**src/rtl/msrv32_pkg.sv**
```systemverilog
// Shared constants for the msrv32 writeback path: datapath width, register
// address width, requester slot indices and the hard-wired zero register.
package msrv32_pkg;

  localparam int unsigned XLEN       = 32;
  localparam int unsigned REG_ADDR_W = 5;

  // Fixed requester slots on the writeback arbiter
  localparam int unsigned REQ_ALU = 0;
  localparam int unsigned REQ_LSU = 1;
  localparam int unsigned REQ_CSR = 2;

  localparam logic [REG_ADDR_W-1:0] REG_X0 = 5'd0;

endpackage

```
**src/rtl/msrv32_rr_arbiter.sv**
```systemverilog
// Combinational round-robin arbiter: grants the first active request at or
// after ptr_i (wrapping modulo NUM_REQ) and returns the pointer to use after
// that grant. The caller owns the pointer register.
module msrv32_rr_arbiter #(
  parameter int unsigned NUM_REQ = 3,
  localparam int unsigned PtrW   = $clog2(NUM_REQ)
) (
  input  logic [NUM_REQ-1:0] req_i,
  input  logic [PtrW-1:0]    ptr_i,
  output logic [NUM_REQ-1:0] grant_o,
  output logic [PtrW-1:0]    ptr_nxt_o
);

  logic            found;
  logic [PtrW-1:0] idx;

  // Scan upward from ptr_i and take the first valid request
  always_comb begin
    grant_o   = '0;
    ptr_nxt_o = ptr_i;
    found     = 1'b0;
    idx       = '0;
    for (int k = 0; k < int'(NUM_REQ); k++) begin
      idx = PtrW'((int'(ptr_i) + k) % int'(NUM_REQ));
      if (!found && req_i[idx]) begin
        found        = 1'b1;
        grant_o[idx] = 1'b1;
        ptr_nxt_o    = PtrW'((int'(idx) + 1) % int'(NUM_REQ));
      end
    end
  end

endmodule

```
**src/rtl/msrv32_wb_arbiter.sv**
```systemverilog
// Writeback arbiter for the integer register file's single write port.
// Round-robin grant among NUM_REQ producers, registered write port, and an
// optional combinational bypass of the in-flight write onto the read ports,
// enabled by defining MSRV32_WB_FWD_EN.
module msrv32_wb_arbiter
  import msrv32_pkg::*;
#(
  parameter int unsigned NUM_REQ = 3,
  parameter int unsigned XLEN    = msrv32_pkg::XLEN
) (
  input  logic                    ms_riscv32_mp_clk_in,
  input  logic                    ms_riscv32_mp_rst_in,
  input  logic [NUM_REQ-1:0]      req_valid_in,
  input  logic [NUM_REQ*5-1:0]    req_rd_addr_in,
  input  logic [NUM_REQ*XLEN-1:0] req_data_in,
  output logic [NUM_REQ-1:0]      req_ready_out,
  output logic                    wr_en_out,
  output logic [4:0]              rd_addr_out,
  output logic [XLEN-1:0]         rd_out,
  input  logic [4:0]              rs1_addr_in,
  input  logic [4:0]              rs2_addr_in,
  input  logic [XLEN-1:0]         rf_rs1_in,
  input  logic [XLEN-1:0]         rf_rs2_in,
  output logic [XLEN-1:0]         rs1_out,
  output logic [XLEN-1:0]         rs2_out
);

  localparam int unsigned PtrW = $clog2(NUM_REQ);

  logic [PtrW-1:0]       rr_ptr_q;
  logic [PtrW-1:0]       rr_ptr_d;
  logic [NUM_REQ-1:0]    grant;
  logic                  gnt_any;
  logic [REG_ADDR_W-1:0] gnt_addr;
  logic [XLEN-1:0]       gnt_data;
  logic                  wr_en_q;
  logic [REG_ADDR_W-1:0] rd_addr_q;
  logic [XLEN-1:0]       rd_data_q;

  msrv32_rr_arbiter #(
    .NUM_REQ (NUM_REQ)
  ) u_rr_arbiter (
    .req_i     (req_valid_in),
    .ptr_i     (rr_ptr_q),
    .grant_o   (grant),
    .ptr_nxt_o (rr_ptr_d)
  );

  // Nothing is accepted while reset is held, so requesters keep their requests
  assign req_ready_out = ms_riscv32_mp_rst_in ? '0 : grant;

  // One-hot select of the granted requester's address and data
  always_comb begin
    gnt_any  = |req_ready_out;
    gnt_addr = '0;
    gnt_data = '0;
    for (int i = 0; i < int'(NUM_REQ); i++) begin
      if (req_ready_out[i]) begin
        gnt_addr = gnt_addr | req_rd_addr_in[REG_ADDR_W*i +: REG_ADDR_W];
        gnt_data = gnt_data | req_data_in[XLEN*i +: XLEN];
      end
    end
  end

  // Pointer advance and write-port register; x0 writes are accepted but dropped
  always_ff @(posedge ms_riscv32_mp_clk_in) begin
    if (ms_riscv32_mp_rst_in) begin
      rr_ptr_q  <= '0;
      wr_en_q   <= 1'b0;
      rd_addr_q <= '0;
      rd_data_q <= '0;
    end else begin
      if (gnt_any) begin
        rr_ptr_q <= rr_ptr_d;
      end
      wr_en_q <= gnt_any && (gnt_addr != REG_X0);
      if (gnt_any && (gnt_addr != REG_X0)) begin
        rd_addr_q <= gnt_addr;
        rd_data_q <= gnt_data;
      end
    end
  end

  assign wr_en_out   = wr_en_q;
  assign rd_addr_out = rd_addr_q;
  assign rd_out      = rd_data_q;

`ifdef MSRV32_WB_FWD_EN
  // Bypass the write the register file has not captured yet
  always_comb begin
    rs1_out = rf_rs1_in;
    rs2_out = rf_rs2_in;
    if (wr_en_q && (rd_addr_q == rs1_addr_in) && (rs1_addr_in != REG_X0)) begin
      rs1_out = rd_data_q;
    end
    if (wr_en_q && (rd_addr_q == rs2_addr_in) && (rs2_addr_in != REG_X0)) begin
      rs2_out = rd_data_q;
    end
  end
`else
  // Read addresses only matter when bypassing
  logic unused_rs_addr;
  assign unused_rs_addr = ^{rs1_addr_in, rs2_addr_in};

  // Plain pass-through of register file read data
  always_comb begin
    rs1_out = rf_rs1_in;
    rs2_out = rf_rs2_in;
  end
`endif

endmodule
```
**config.mk**
```make
export PLATFORM = sky130hd
export DESIGN_NAME = msrv32_wb_arbiter
export DESIGN_NICKNAME = d
export VERILOG_FILES = /design/src/rtl/msrv32_pkg.sv /design/src/rtl/msrv32_rr_arbiter.sv /design/src/rtl/msrv32_wb_arbiter.sv
export SDC_FILE = /design/constraint.sdc
export NUM_CORES = 1
export LEC_CHECK = 0
export CAP_MARGIN = 20
export CORE_AREA = 2 2 116 118
export DETAILED_ROUTE_END_ITERATION = 7
export DIE_AREA = 0 0 118 120
export MAX_ROUTING_LAYER = met4
export SLEW_MARGIN = 15
export SYNTH_ARGS = -nofsm -noshare
export SYNTH_HDL_FRONTEND = slang
export SYNTH_HIERARCHICAL = 1
export SYNTH_SLANG_ARGS = --single-unit
```
**constraint.sdc**
```tcl
create_clock -name ms_riscv32_mp_clk_in -period 8.03 [get_ports ms_riscv32_mp_clk_in]
set_clock_uncertainty 0.1 [all_clocks]
set_input_delay 1.606 -clock ms_riscv32_mp_clk_in [delete_from_list [all_inputs] [get_ports ms_riscv32_mp_clk_in]]
set_output_delay 1.606 -clock ms_riscv32_mp_clk_in [all_outputs]
set_load 0.005 [all_outputs]
```
==> After elaboration in Yosys (flattened, before gate mapping) <==
Index checks and enable logic that the tools add are counted.
{ "totals": {"wordCells": 66, "n_memories": 0, "rom_bits": 0, "out_inout_bits": 105, "input_bits": 190, "mem_bits_rw": 0, "reg_bits": 40, "latchBits": 0} }
{ "classes": {"div_mod_pow": 6, "multipliers": 0, "reduce_logical": 12, "eq_ne": 0, "n_mux": 27, "shift": 0, "order_cmp": 6, "n_addsub": 5, "bitwise_logic": 6} }
{ "ops": {"columns": ["op", "n"], "rows": [
  ["remainder unit 32 x 3 -> 32 bit, second input constant", 5],
  ["two-way mux 32 bit", 3],
  ["OR 32 bit", 2],
  ["remainder unit 3 x 3 -> 32 bit, second input constant", 1],
  ["two-way mux 5 bit", 3],
  ["adder 2 x 1 -> 3 bit, second input constant", 4],
  ["two-way mux 3 bit", 4],
  ["OR 5 bit", 2],
  ["less-than comparator 2 x 3 -> 1 bit, second input constant", 3],
  ["two-way mux 1 bit", 8],
  ["binary-select mux 1 bit (select 2 bit)", 3],
  ["demux 1 bit (select 2 bit)", 3],
  [">= comparator 2 x 1 -> 1 bit, second input constant", 3],
  ["logical AND 1 bit", 6],
  ["two-way mux 2 bit", 3],
  ["OR 3 bit", 2],
  ["nonzero test 5 bit", 1],
  ["adder 2 x 2 -> 3 bit, second input constant", 1],
  ["nonzero test 3 bit", 1],
  ["OR reduction 3 bit", 1],
  ["zero test 1 bit", 2],
  ["AND reduction 2 bit", 1]
]} }

==> Depth between registers and ports, before layout <==
{ "logic_depth": {"depth_word": 18, "ltp_mapped": 12, "ltp_nobuf": 10} }

==> By module <==
Netlist, hierarchy kept.
{ "by_module_without_submodules": {"columns": ["mod", "instances", "cells_each", "seq_area_each_um2", "area_per_inst_um2"], "rows": [
  ["msrv32_wb_arbiter", 1, 286, 800.8, 2478.6],
  ["msrv32_rr_arbiter", 1, 34, 0.0, 272.8]
]} }

==> Worst setup path before layout <==
No wires, ideal clock.
{ "synth_timing": {"path_kind": "input -> output", "startpoint": "in req_valid_in[1]", "endpoint": "out req_ready_out[1]", "n_path_buf": 2, "t_required_ps": 6324, "path_slack_ps": 3166, "path_stages": 7, "t_arrival_ps": 3158, "path_cell_list": "mux2i_1 -> o21ai_0 -> nand3_1 -> o21ai_0 -> nor2b_1 -> clkbuf_1 -> clkbuf_1"} }
{ "synth_between": {"elab_chain_len": 10, "elab_cells_between_ends": 18} }
{ "synth_rtl": {"columns": ["item", "line_no", "text"], "rows": [
  ["from (decl)", "msrv32_wb_arbiter.sv:13", "input logic [NUM_REQ-1:0] req_valid_in,"],
  ["binary-select mux 1 bit (select 2 bit)", "msrv32_rr_arbiter.sv:25", "if (!found && req_i[idx]) begin"],
  ["two-way mux 1 bit (implied by the code)", "msrv32_rr_arbiter.sv:25", null],
  ["two-way mux 1 bit", "msrv32_rr_arbiter.sv:25", null],
  ["zero test 1 bit", "msrv32_rr_arbiter.sv:25", null],
  ["logical AND 1 bit", "msrv32_rr_arbiter.sv:25", null],
  ["two-way mux 1 bit", "msrv32_rr_arbiter.sv:25", null],
  ["zero test 1 bit", "msrv32_rr_arbiter.sv:25", null],
  ["logical AND 1 bit", "msrv32_rr_arbiter.sv:25", null],
  ["two-way mux 3 bit *", "msrv32_rr_arbiter.sv:25", null],
  ["via grant[1]", "msrv32_wb_arbiter.sv:32", "logic [NUM_REQ-1:0] grant;"],
  ["two-way mux 3 bit *", "msrv32_wb_arbiter.sv:50", "assign req_ready_out = ms_riscv32_mp_rst_in ? '0 : grant;"],
  ["to (decl)", "msrv32_wb_arbiter.sv:16", "output logic [NUM_REQ-1:0] req_ready_out,"]
]} }
The timed path passes the listed nets; every way through them passes the cells marked *. The select of a mux whose other input is x is not followed.

==> Final worst setup path <==
{ "layout_timing": {"startpoint": "in req_valid_in[1]", "endpoint": "out req_ready_out[0]"} }
The elaborated chain is that of the path after synthesis.

==> results.env <==
TOP_LEVEL_PORTS=295
SYNTHESIS.NETS=514
TIMING.CRITICAL_PATH.FROM_TYPE='primary input'
HORIZONTAL_DIE_DIMENSION_UM=118
YOSYS-TOP-CELLS-AREA='dfxtp_1, buf_4, a22o_1, nand4b_1, a21oi_1'
SETUP_REPAIR_AFTER_GLOBAL_ROUTING_MISSED_ITS_MARGIN='false'
CLOCK-ROOT-BUFFER='clkbuf_16'
WORST_SKEW_PAIR.LATE_LATENCY_PS=270
CTS_TREE='yes'
CAP_VIOLATIONS=0
FINAL_LAYOUT_SIZE_SUFFIX_GT1_SHARE_PCT=5.29
SYNTH.LARGEST_AREA_CELL='dfxtp_1'
MIN_PERIOD_PS=5720
ANTENNA_FIX_CELLS=0
CTS-BUFFERS-INSERTED=5
ANTENNA_FOUND_INITIAL=0
CLK_TRANSITION_REPORTED_PATHS_PS=60
POWER_LEAKAGE_nW=1.43
CTSHOLDBUFFERS=0
DETAILEDROUTE.FIRSTITERATIONVIOLATIONS=137
CRITPATHMAXFANOUT=7
SYNTH_AREA_UM2=2750
WL_PER_CELL_UM=16.5
YS_SEQ_ELEMENTS=40
WORSTSETUPSTARTPOINT='req_valid_in[1]'
HTREE_NUM_LEVELS=2
REG_TO_REG_STARTPOINT='rr_ptr_q[1]'
POWER_PER_CELL_AREA_nW_PER_UM2=290
FIRST_GLOBAL_VIAS=2754
DOMINANTREGCELLSYNTH='dfxtp_1'
WORSTMARGINPINSLEW_PS=801
PATH_COMMON_CELL='clkdlybuf4s50_1'
SYN_TO_FINAL_GROWTH_PCT=49.2
R2R-END='rd_out[19]'
MAX_CLOCK_FREQ_MHz=175
ROUTE.DETAILED.DRC=0
DRT.ANTENNA.VIOLATING_NETS=0
VERT_DIE_DIM_UM=120
INITIAL_UTILIZATION_PCT=21.2
CRITICAL-PATH-SLOWEST-CELL='clkdlybuf4s50_1'
SYNTH.AVG_CELL_AREA_UM2=8.60
GROUTE.USAGE.OVERALL_PCT=13.3
FF2FF_PATH_DEPTH=11
WORSTSETUPENDPOINTTYPE='primary output'
MAX-VDD-IR-DROP_mV=0.124
GRT_START_MAX_NET_PINS=44
GPL.FINAL_WEIGHTED_CONGESTION=0.790
ROW_COUNT=42
FINAL-SETUP-VIOL-COUNT=0
RUN_STATUS='finished, final reports clean'
FILL_CELLS=1409
PLACEABLE_AREA_UM2=13000
POST_SYNTH_EDFFS=0
DRT_PRE_ANTENNA_ITERS=4
AVGVIACOUNTPERCELL=4.72
DP_HPWL_MM=7.02
SEQUENTIAL_ELEMENT_SHARE_OF_THE_SYNTHESIZED_AREA_PCT=29.1
LAYOUT.NETS=591
SYNTH.YOSYS.WARNINGS=6
RELSLEWSLACK_PCT=46.6
NETLIST.AREA_LEADER.SHARE_PCT=29.1
GR-TOTAL-OVERFLOW=0
PLACE.PORT_BUFFERS=156
GRT_PASS1_WL_MM=14.6
FINALHOLDVIOLCOUNT=0
SYNTHESIS.INSTANCES=320
CPPEAKSTAGEDELAY_PS=520
CRIT_CHAIN='clkdlybuf4s50_1, mux2i_1, o21ai_0, nand3_1, o21bai_1, nor2b_4, clkdlybuf4s50_1'
CTSRESIZECOUNT=0
NETLIST_TOP_CELLS_COUNT='buf_4, dfxtp_1, a21oi_1'
REPORT.FINAL.SLEW_VIOL_COUNT=0
FLOORPLAN.DIE_AREA_UM2=14200
ENDPOINT='req_ready_out[0]'
TIMING.CRITICAL_PATH.ARRIVAL_PS=4010
CRITPATHREQUIREDTIME_PS=6320
POST-CTS-SETUP-BUFFER-COUNT=0
VIA_COUNT=2706
CTS.SINK_COUNT=40
CRITICAL_SETUP_PATH_KIND='in2out'
YOSYSMOSTFREQUENTCELL='buf_4'
ROUTED_WIRELENGTH_MM=9.48
TOTALNEGATIVESETUPSLACK_PS=0
LAYOUT_WORST_PATH_CYCLE_SHARE_PCT=71.2
SYNTH.DISTINCT_CELLS=34
POSTSYNTH.ASYNCRESETSHARE_PCT=0
REGTOREGSETUPSLACK_PS=4020
DESIGN_POWER_TOTAL_W=0.00119
HOLD_CLASS='reg2reg'
CTSLONGESTPATHBUFFERS=2
-- worst max-delay path: cells and delay by family --
kind / cells / cell delay (ps)
buffers and inverters: 2 / 1020
and+or+nand+nor: 2 / 440
AOI/OAI and AO/OA: 2 / 860
muxes: 1 / 80
-- registers in the layout (all words and copies together), names as in the netlist --
signal / count
rd_addr_out: 5
wr_en_out: 1
rr_ptr_q: 2
rd_out: 32
-- report_power, final --
part | internal (W) | switching, W | leakage, nW
combinational | 0.000331 | 0.000354 | 1.03
sequential | 0.000274 | 0.0000398 | 0.332
clock | 0.000113 | 0.0000800 | 0.0667
total | 0.000718 | 0.000474 | 1.43
-- how the worst min path moves through the flow --
stage                              start  cells after the start              to  slack [ps]
after CTS                 rd_addr_out[4]                      2  rd_addr_out[4]         380
final                     rd_addr_out[4]                      2  rd_addr_out[4]         370
after floorplan           rd_addr_out[2]                      2  rd_addr_out[2]         360
after detailed placement  rd_addr_out[4]                      2  rd_addr_out[4]         370
after global routing      rd_addr_out[4]                      2  rd_addr_out[4]         410
after global placement    rd_addr_out[1]                      2  rd_addr_out[1]         360
-- metrics by stage --
step | cells | instance area (µm²) | util [%] | hold WS (ps) | setup WS [ps]
after global placement | 566 | 3970 | 30.6 | 358 | 2370
final | 573 | 4110 | 31.6 | 373 | 2310
after global routing | 573 | 4110 | 31.6 | 406 | 2020
after floorplan | 320 | 2750 | - | 364 | 3170
after detailed placement | 566 | 3970 | 30.6 | 369 | 2330
after CTS | 573 | 4110 | 31.6 | 377 | 2330
-- layout by cell type (no fill, tap or decap), drive strengths merged, types with 2 or more instances in the layout --
cell type and count:
clkdlybuf4s50 155, nand4b 32, nand3b 3, buf 6, and2 2, o2bb2ai 2
o21ai 34, mux2i 6, inv 4, dfxtp 40, clkbuf 6, nand3 4
nor2 4, nand2 2, a21oi 37, nor2b 3, a22o 32, o21a 3
ha 4, a222oi 5, nand4 3
-- kinds of logic after synthesis --
| family | share of synthesized area (%) |
|---|---|
| AO/OA/AOI/OAI | 28.8 |
| adder cells (fa/ha/maj) | 1.82 |
| buffers and inverters | 23.0 |
| flip-flops | 29.1 |
| multiplexers | 2.18 |
| AND/OR/NAND/NOR | 15.1 |
-- area by class of cell --
cell class | instances | area, µm² | share of cell area, %
repair buffers | 161 | 1590 | 38.8
multi-input cells | 185 | 1340 | 32.7
flip-flops and latches | 40 | 801 | 19.5
well taps | 176 | 220 | 5.36
clock buffers | 6 | 129 | 3.14
inverters | 4 | 15.0 | 0.366
clock inverters | 1 | 5.00 | 0.122
-- layer usage --
metal / vias up / wire length [µm] / track usage, %
met4: 0 / 179 / 4.82
li1: 1286 / - / -
met3: 21 / 778 / 4.37
met1: 1259 / 3710 / 14.2
met5: - / 0 / -
met2: 140 / 4810 / 23.2
Note: power is estimated with default switching activity, not from simulation.
